### src/rtl/aes_mmio_pkg.sv
// Register map, AXI response codes and FSM state encoding for the AES MMIO driver.
package aes_mmio_pkg;

  localparam logic [15:0] REG_AES_CTL      = 16'h0000;
  localparam logic [15:0] REG_AES_FIFO_IN  = 16'h0004;
  localparam logic [15:0] REG_AES_FIFO_OUT = 16'h0008;
  localparam logic [15:0] REG_AES_CTR      = 16'h0010;
  localparam logic [15:0] REG_AES_KEY      = 16'h0020;

  localparam int CTL_FIFO_OUT_EMPTY = 1;

  localparam logic [1:0] AXI_RESP_OKAY   = 2'b00;
  localparam logic [1:0] AXI_RESP_SLVERR = 2'b10;

  localparam logic [2:0] ST_IDLE    = 3'd0;
  localparam logic [2:0] ST_CFG_KEY = 3'd1;
  localparam logic [2:0] ST_CFG_CTR = 3'd2;
  localparam logic [2:0] ST_BLK_WR  = 3'd3;
  localparam logic [2:0] ST_BLK_RD  = 3'd4;
  localparam logic [2:0] ST_OUT     = 3'd5;

  function automatic logic [15:0] reg_word(input logic [15:0] base, input logic [2:0] idx);
    return base + {11'd0, idx, 2'b00};
  endfunction

endpackage

### src/rtl/axil_single_xfer.sv
// One AXI4-Lite write or read at a time; AW and W complete independently, then a
// single B (write) or R (read) handshake ends the transfer.
module axil_single_xfer #(
  parameter int ADDR_W = 38
) (
  input  logic              clk,
  input  logic              rst,
  input  logic              i_start,
  input  logic              i_is_wr,
  input  logic [ADDR_W-1:0] i_addr,
  input  logic [31:0]       i_wdata,
  output logic              o_idle,
  output logic              o_done,
  output logic [31:0]       o_rdata,
  output logic [1:0]        o_resp,
  output logic              o_wraddr_valid,
  input  logic              i_wraddr_ready,
  output logic [ADDR_W-1:0] o_wraddr,
  output logic              o_wr_valid,
  input  logic              i_wr_ready,
  output logic [31:0]       o_wr_dat,
  input  logic              i_wrresp_valid,
  output logic              o_wrresp_ready,
  input  logic [1:0]        i_wrresp_dat,
  output logic              o_rdaddr_valid,
  input  logic              i_rdaddr_ready,
  output logic [ADDR_W-1:0] o_rdaddr,
  input  logic              i_rd_valid,
  output logic              o_rd_ready,
  input  logic [31:0]       i_rd_dat,
  input  logic [1:0]        i_rdresp_dat
);

  logic              r_active;
  logic              r_is_wr;
  logic [ADDR_W-1:0] r_addr;
  logic [31:0]       r_wdata;
  logic              r_aw_done;
  logic              r_w_done;
  logic              r_ar_done;
  logic              w_b_hs;
  logic              w_r_hs;

  // Valids/readies decode straight from registers so reset drops them at once.
  assign o_wraddr_valid = r_active & r_is_wr & ~r_aw_done;
  assign o_wr_valid     = r_active & r_is_wr & ~r_w_done;
  assign o_wrresp_ready = r_active & r_is_wr & r_aw_done & r_w_done;
  assign o_rdaddr_valid = r_active & ~r_is_wr & ~r_ar_done;
  assign o_rd_ready     = r_active & ~r_is_wr & r_ar_done;
  assign o_wraddr       = r_addr;
  assign o_rdaddr       = r_addr;
  assign o_wr_dat       = r_wdata;

  assign w_b_hs  = o_wrresp_ready & i_wrresp_valid;
  assign w_r_hs  = o_rd_ready & i_rd_valid;
  assign o_idle  = ~r_active;
  assign o_done  = w_b_hs | w_r_hs;
  assign o_rdata = i_rd_dat;
  assign o_resp  = r_is_wr ? i_wrresp_dat : i_rdresp_dat;

  always_ff @(posedge clk or posedge rst) begin
    if (rst) begin
      r_active  <= 1'b0;
      r_is_wr   <= 1'b0;
      r_addr    <= '0;
      r_wdata   <= '0;
      r_aw_done <= 1'b0;
      r_w_done  <= 1'b0;
      r_ar_done <= 1'b0;
    end else if (!r_active) begin
      if (i_start) begin
        r_active  <= 1'b1;
        r_is_wr   <= i_is_wr;
        r_addr    <= i_addr;
        r_wdata   <= i_wdata;
        r_aw_done <= 1'b0;
        r_w_done  <= 1'b0;
        r_ar_done <= 1'b0;
      end
    end else if (r_is_wr) begin
      if (o_wraddr_valid && i_wraddr_ready) r_aw_done <= 1'b1;
      if (o_wr_valid && i_wr_ready)         r_w_done  <= 1'b1;
      if (w_b_hs)                           r_active  <= 1'b0;
    end else begin
      if (o_rdaddr_valid && i_rdaddr_ready) r_ar_done <= 1'b1;
      if (w_r_hs)                           r_active  <= 1'b0;
    end
  end

endmodule

### src/rtl/aes_axil_driver.sv
// AXI4-Lite initiator sequencing key/counter config and 128-bit blocks through the AES
// MMIO window. Define AES_AXIL_DRIVER_POLL_EN to poll CTL before each FIFO_OUT read.
//
// state      | meaning
// IDLE       | waiting for cfg or block request
// CFG_KEY    | writing 8 key words
// CFG_CTR    | writing 4 counter words
// BLK_WR     | writing 4 plaintext words to FIFO_IN
// BLK_RD     | reading 4 result words from FIFO_OUT (optionally polling CTL)
// OUT        | presenting result until consumed
module aes_axil_driver
  import aes_mmio_pkg::*;
#(
  parameter int                ADDR_W    = 38,
  parameter logic [ADDR_W-1:0] BASE_ADDR = '0
) (
  input  logic              clk,
  input  logic              rst,
  input  logic              cfg_valid,
  output logic              cfg_ready,
  input  logic [255:0]      cfg_key,
  input  logic [127:0]      cfg_ctr,
  input  logic              blk_in_valid,
  output logic              blk_in_ready,
  input  logic [127:0]      blk_in,
  output logic              blk_out_valid,
  input  logic              blk_out_ready,
  output logic [127:0]      blk_out,
  output logic              busy,
  output logic              err,
  input  logic              err_clr,
  output logic              wraddr_valid,
  input  logic              wraddr_ready,
  output logic [ADDR_W-1:0] wraddr,
  output logic              wr_valid,
  input  logic              wr_ready,
  output logic [31:0]       wr_dat,
  input  logic              wrresp_valid,
  output logic              wrresp_ready,
  input  logic [1:0]        wrresp_dat,
  output logic              rdaddr_valid,
  input  logic              rdaddr_ready,
  output logic [ADDR_W-1:0] rdaddr,
  input  logic              rd_valid,
  output logic              rd_ready,
  input  logic [31:0]       rd_dat,
  input  logic [1:0]        rdresp_dat
);

  logic [2:0]   r_state;
  logic [2:0]   r_word_idx;
  logic [255:0] r_key;
  logic [127:0] r_ctr;
  logic [127:0] r_blk;
  logic         r_err;

  logic         w_idle;
  logic         w_done;
  logic [31:0]  w_rdata;
  logic [1:0]   w_resp;
  logic         w_start;
  logic         w_is_wr;
  logic [15:0]  w_off;
  logic [31:0]  w_wdata;
  logic [1:0]   w_idx2;
  logic         w_poll;
  logic         w_xfer_state;

  assign w_idx2 = r_word_idx[1:0];

`ifdef AES_AXIL_DRIVER_POLL_EN
  logic r_poll;

  // Each word starts with a CTL poll; a poll that sees the FIFO non-empty arms the data read.
  always_ff @(posedge clk or posedge rst) begin
    if (rst) begin
      r_poll <= 1'b0;
    end else if (r_state == ST_BLK_WR && w_done && r_word_idx == 3'd3) begin
      r_poll <= 1'b1;
    end else if (r_state == ST_BLK_RD && w_done) begin
      r_poll <= r_poll ? w_rdata[CTL_FIFO_OUT_EMPTY] : 1'b1;
    end
  end

  assign w_poll = r_poll;
`else
  assign w_poll = 1'b0;
`endif

  always_comb begin
    w_is_wr = 1'b1;
    w_off   = REG_AES_FIFO_IN;
    w_wdata = r_blk[32*w_idx2 +: 32];
    case (r_state)
      ST_CFG_KEY: begin
        w_off   = reg_word(REG_AES_KEY, r_word_idx);
        w_wdata = r_key[32*r_word_idx +: 32];
      end
      ST_CFG_CTR: begin
        w_off   = reg_word(REG_AES_CTR, r_word_idx);
        w_wdata = r_ctr[32*w_idx2 +: 32];
      end
      ST_BLK_RD: begin
        w_is_wr = 1'b0;
        w_off   = w_poll ? REG_AES_CTL : REG_AES_FIFO_OUT;
        w_wdata = '0;
      end
      default: ;
    endcase
  end

  assign w_xfer_state = (r_state == ST_CFG_KEY) || (r_state == ST_CFG_CTR) ||
                        (r_state == ST_BLK_WR)  || (r_state == ST_BLK_RD);
  assign w_start      = w_idle & w_xfer_state;

  axil_single_xfer #(.ADDR_W(ADDR_W)) u_xfer (
    .clk            (clk),
    .rst            (rst),
    .i_start        (w_start),
    .i_is_wr        (w_is_wr),
    .i_addr         (BASE_ADDR + ADDR_W'(w_off)),
    .i_wdata        (w_wdata),
    .o_idle         (w_idle),
    .o_done         (w_done),
    .o_rdata        (w_rdata),
    .o_resp         (w_resp),
    .o_wraddr_valid (wraddr_valid),
    .i_wraddr_ready (wraddr_ready),
    .o_wraddr       (wraddr),
    .o_wr_valid     (wr_valid),
    .i_wr_ready     (wr_ready),
    .o_wr_dat       (wr_dat),
    .i_wrresp_valid (wrresp_valid),
    .o_wrresp_ready (wrresp_ready),
    .i_wrresp_dat   (wrresp_dat),
    .o_rdaddr_valid (rdaddr_valid),
    .i_rdaddr_ready (rdaddr_ready),
    .o_rdaddr       (rdaddr),
    .i_rd_valid     (rd_valid),
    .o_rd_ready     (rd_ready),
    .i_rd_dat       (rd_dat),
    .i_rdresp_dat   (rdresp_dat)
  );

  always_ff @(posedge clk or posedge rst) begin
    if (rst) begin
      r_state    <= ST_IDLE;
      r_word_idx <= '0;
      r_key      <= '0;
      r_ctr      <= '0;
      r_blk      <= '0;
    end else begin
      case (r_state)
        ST_IDLE: begin
          if (cfg_valid) begin
            r_key      <= cfg_key;
            r_ctr      <= cfg_ctr;
            r_word_idx <= '0;
            r_state    <= ST_CFG_KEY;
          end else if (blk_in_valid) begin
            r_blk      <= blk_in;
            r_word_idx <= '0;
            r_state    <= ST_BLK_WR;
          end
        end
        ST_CFG_KEY: if (w_done) begin
          if (r_word_idx == 3'd7) begin
            r_word_idx <= '0;
            r_state    <= ST_CFG_CTR;
          end else begin
            r_word_idx <= r_word_idx + 3'd1;
          end
        end
        ST_CFG_CTR: if (w_done) begin
          if (r_word_idx == 3'd3) begin
            r_word_idx <= '0;
            r_state    <= ST_IDLE;
          end else begin
            r_word_idx <= r_word_idx + 3'd1;
          end
        end
        ST_BLK_WR: if (w_done) begin
          if (r_word_idx == 3'd3) begin
            r_word_idx <= '0;
            r_state    <= ST_BLK_RD;
          end else begin
            r_word_idx <= r_word_idx + 3'd1;
          end
        end
        ST_BLK_RD: if (w_done && !w_poll) begin
          r_blk[32*w_idx2 +: 32] <= w_rdata;
          if (r_word_idx == 3'd3) begin
            r_word_idx <= '0;
            r_state    <= ST_OUT;
          end else begin
            r_word_idx <= r_word_idx + 3'd1;
          end
        end
        ST_OUT: if (blk_out_ready) r_state <= ST_IDLE;
        default: r_state <= ST_IDLE;
      endcase
    end
  end

  // A fresh error response outranks a simultaneous clear.
  always_ff @(posedge clk or posedge rst) begin
    if (rst) begin
      r_err <= 1'b0;
    end else if (w_done && w_resp != AXI_RESP_OKAY) begin
      r_err <= 1'b1;
    end else if (err_clr) begin
      r_err <= 1'b0;
    end
  end

  assign cfg_ready     = ~rst & (r_state == ST_IDLE) & cfg_valid;
  assign blk_in_ready  = ~rst & (r_state == ST_IDLE) & ~cfg_valid & blk_in_valid;
  assign blk_out_valid = (r_state == ST_OUT);
  assign blk_out       = r_blk;
  assign busy          = (r_state != ST_IDLE);
  assign err           = r_err;

endmodule

### config.mk
export PLATFORM = sky130hd
export DESIGN_NAME = aes_axil_driver
export DESIGN_NICKNAME = d
export VERILOG_FILES = /design/src/rtl/aes_mmio_pkg.sv /design/src/rtl/axil_single_xfer.sv /design/src/rtl/aes_axil_driver.sv
export SDC_FILE = /design/constraint.sdc
export NUM_CORES = 1
export LEC_CHECK = 0
export ABC_CLOCK_PERIOD_IN_PS = 25000
export BUFFER_PORTS_ARGS = -buffer_cell sky130_fd_sc_hd__buf_2
export CAP_MARGIN = 10
export CORE_AREA = 5 5 310 312
export CTS_CLUSTER_DIAMETER = 50
export DETAILED_ROUTE_END_ITERATION = 8
export DIE_AREA = 0 0 315 317
export SKIP_CTS_REPAIR_TIMING = 1
export SYNTH_ARGS = -nofsm -noshare
export SYNTH_HDL_FRONTEND = slang
export SYNTH_HIERARCHICAL = 1
export SYNTH_SLANG_ARGS = --single-unit
### constraint.sdc
create_clock -name clk -period 25 [get_ports clk]
set_input_delay 5 -clock clk [delete_from_list [all_inputs] [get_ports clk]]
set_output_delay 5 -clock clk [all_outputs]
set_load 0.01 [all_outputs]
==> flow_metrics.env <==
export IMPL_chipHeight_um=317
export IMPL_wl_per_cell_um=26.0
export IMPL_ys_ff_latch=594
export IMPL_timing_rr_end="r_key[34]"
export IMPL_htree_levels=3
export IMPL_cts_tree="done"
export IMPL_worstSkewPairLatency_ns=0.63
export IMPL_slew_viol_final=0
export IMPL_cts_made_buffers=82
export IMPL_global_route_usage_met2_pct=34.7
export IMPL_syn2layout_area_growth_pct=26.2
export IMPL_worstPathRequired_ns=20.00
export IMPL_dieArea_mm2=0.0999
export IMPL_endpoint_kind="output port"
export IMPL_gp_congestion=0.883
export IMPL_core_area_mm2=0.0928
export IMPL_ant_nets=0
export IMPL_ys_flop_type="dfrtp_1"
export IMPL_critical_path_max_fanout=61
export IMPL_final_common_cell="buf_2"
export IMPL_rsz0062_at_grt="no"
export IMPL_period_needed_ns=11.28
export IMPL_drive_above_1_share_pct=38.3
export IMPL_cts_buffer_depth=3
export IMPL_vias=21900
export IMPL_r2r_cells=5
export IMPL_setup_tns_ns=0
export IMPL_ys_warn_count=6
export IMPL_ys_async_sr_fraction_pct=100
export IMPL_hold_violations=0
export IMPL_critical_path_arrival_ns=6.28
export IMPL_synth_edf_count=0
export IMPL_place_hpwl_um=85300
export IMPL_crit_type="in2out"
export IMPL_grt_busiest_layer="met2"
export IMPL_rows=112
export IMPL_period_share_pct=45.1
export IMPL_start_util_pct=30.6
export IMPL_status="completed"
export IMPL_routed_wl_um=113000
export IMPL_track_usage_pct=21.7
export IMPL_grt_pass1_vias=22300
export IMPL_first_pass_iters=6
export IMPL_clockRootBuffer="clkbuf_16"
export IMPL_start_kind="input pin"
export IMPL_power_density_mw_per_mm2=140
export IMPL_antenna_found_initial=56
export IMPL_ys_types=60
export IMPL_use_met3_pct=7.61
export IMPL_grt_overflow=0
export IMPL_die_x_um=315
export IMPL_fmax_ghz=0.0886
export IMPL_reg2reg_setup_slack_ns=20.49
export IMPL_relSlewSlack_pct=12.7
export IMPL_endpoint="cfg_ready"
export IMPL_cp_startpoint="cfg_valid"
export IMPL_num_io_pins=805
export IMPL_ir_drop_mv=0.0803
export IMPL_skew_ns=0.0276
export IMPL_cts_sinks=594
export IMPL_cap_violations=0
export IMPL_grt_pass1_wl_um=157000
export IMPL_timing_rr_start="r_state[0]"
export IMPL_leakagePower_nw=16.6
export IMPL_most_common_layout_cells="804 x buf_2, 591 x dfrtp_1, 346 x mux2_1, 320 x nand2_1, 159 x a22oi_1"
export IMPL_p_total_mw=5.02
export IMPL_syn_inst=2297
export IMPL_fin_nets=3565
export IMPL_ys_seq_area_share_pct=52.3
export IMPL_clkTransAtPathRegs_ns=0.05
export IMPL_drtIter0Drc=1847
export IMPL_remaining_drc_errors=0
export IMPL_min_path_type="reg2reg"
export IMPL_syn_area_mm2=0.0284
export IMPL_vias_per_cell=5.05
export IMPL_grt_max_degree=169
export IMPL_setup_violations=0
export IMPL_worst_pin_slew_ns=1.31
export IMPL_portBuffers=804
export IMPL_avgSynthCellArea_um2=12.4
export IMPL_use_met1_pct=27.1
[worst min-delay path by stage]
| stage | startpoint | end | slack, ns | depth (start not counted) |
|---|---|---|---|---|
| global route | r_key[49] | r_key[49] | 0.49 | 1 |
| detailed placement | r_key[80] | r_key[80] | 0.47 | 1 |
| finish | r_key[29] | r_key[29] | 0.48 | 1 |
| CTS | r_key[80] | r_key[80] | 0.48 | 1 |
| global placement | r_key[208] | r_key[208] | 0.46 | 1 |
| floorplan | r_key[192] | r_key[192] | 0.45 | 1 |
[worst max-delay path, stage by stage]
cell	delay, ns
buf_2	0.14
and3_4	0.75
and2_1	0.25
buf_2	0.14
[registers in the layout (all words and copies together) (netlist names), 3 cells and up]
register / flops
u_xfer/o_wr_dat: 32
r_word_idx: 3
r_state: 3
u_xfer/o_rdaddr: 38
r_ctr: 128
r_key: 256
blk_out: 128
[cell type report]
type | instances | area (um^2)
antenna | 26 | 65.1
clock inverter | 39 | 509
multi-input combinational | 1475 | 12200
inverter | 13 | 61.3
fill | 9153 | 56900
clock buffer | 106 | 2310
timing repair buffer | 831 | 4250
tap | 1254 | 1570
sequential | 594 | 14900
[where the power goes]
part,internal [mW],switching [mW]
clock network,0.749,0.461
registers,1.45,0.340
logic,0.919,1.10
[layer usage]
layer / wire, um / up-vias
met5: 264 / -
li1: - / 9644
met4: 4350 / 40
met3: 10800 / 211
met2: 52500 / 957
met1: 44800 / 11100
[through the flow]
| stage | util [%] | hold slack [ns] | setup WS, ns | cells | area [um^2] |
|---|---|---|---|---|---|
| 3_3_place_gp | 35.6 | 0.461 | 13.69 | 4167 | 33000 |
| 4_1_cts | 38.6 | 0.481 | 13.69 | 4312 | 35800 |
| 6_report | 38.7 | 0.482 | 13.72 | 4338 | 35900 |
| 3_5_place_dp | 35.6 | 0.469 | 13.69 | 4167 | 33000 |
| 5_1_grt | 38.6 | 0.494 | 13.63 | 4326 | 35800 |
| 2_1_floorplan | - | 0.452 | 3.29 | 2330 | 28600 |
[cells by family after synthesis]
family | share of synthesized area, %
simple gates | 6.87
other cells | 0.0132
fa+ha+maj | 0.396
mux | 25.4
xor+xnor | 0.0616
buf+inv | 5.51
compound gates | 9.47
flops | 52.3
[cells in the mapped netlist, types with 5 or more instances]
library cell | count | area share, %
o21ai_1 | 101 | 1.8
nand3_1 | 63 | 1.1
buf_1 | 8 | 0.11
a22o_1 | 5 | 0.15
mux2_2 | 44 | 1.7
dfrtp_1 | 594 | 52
nor3b_1 | 5 | 0.13
inv_1 | 9 | 0.12
ha_1 | 9 | 0.40
buf_2 | 50 | 0.88
nor2_1 | 40 | 0.53
buf_12 | 7 | 0.49
a41o_1 | 32 | 1.1
a22oi_1 | 159 | 4.2
clkbuf_1 | 75 | 0.99
mux2i_1 | 35 | 1.2
mux2_1 | 346 | 14
a21oi_1 | 99 | 1.7
mux4_2 | 64 | 5.1
nand2_1 | 322 | 4.3
buf_4 | 105 | 2.8
mux2_4 | 69 | 3.6
No activity file was read; power rests on OpenSTA's default activity.
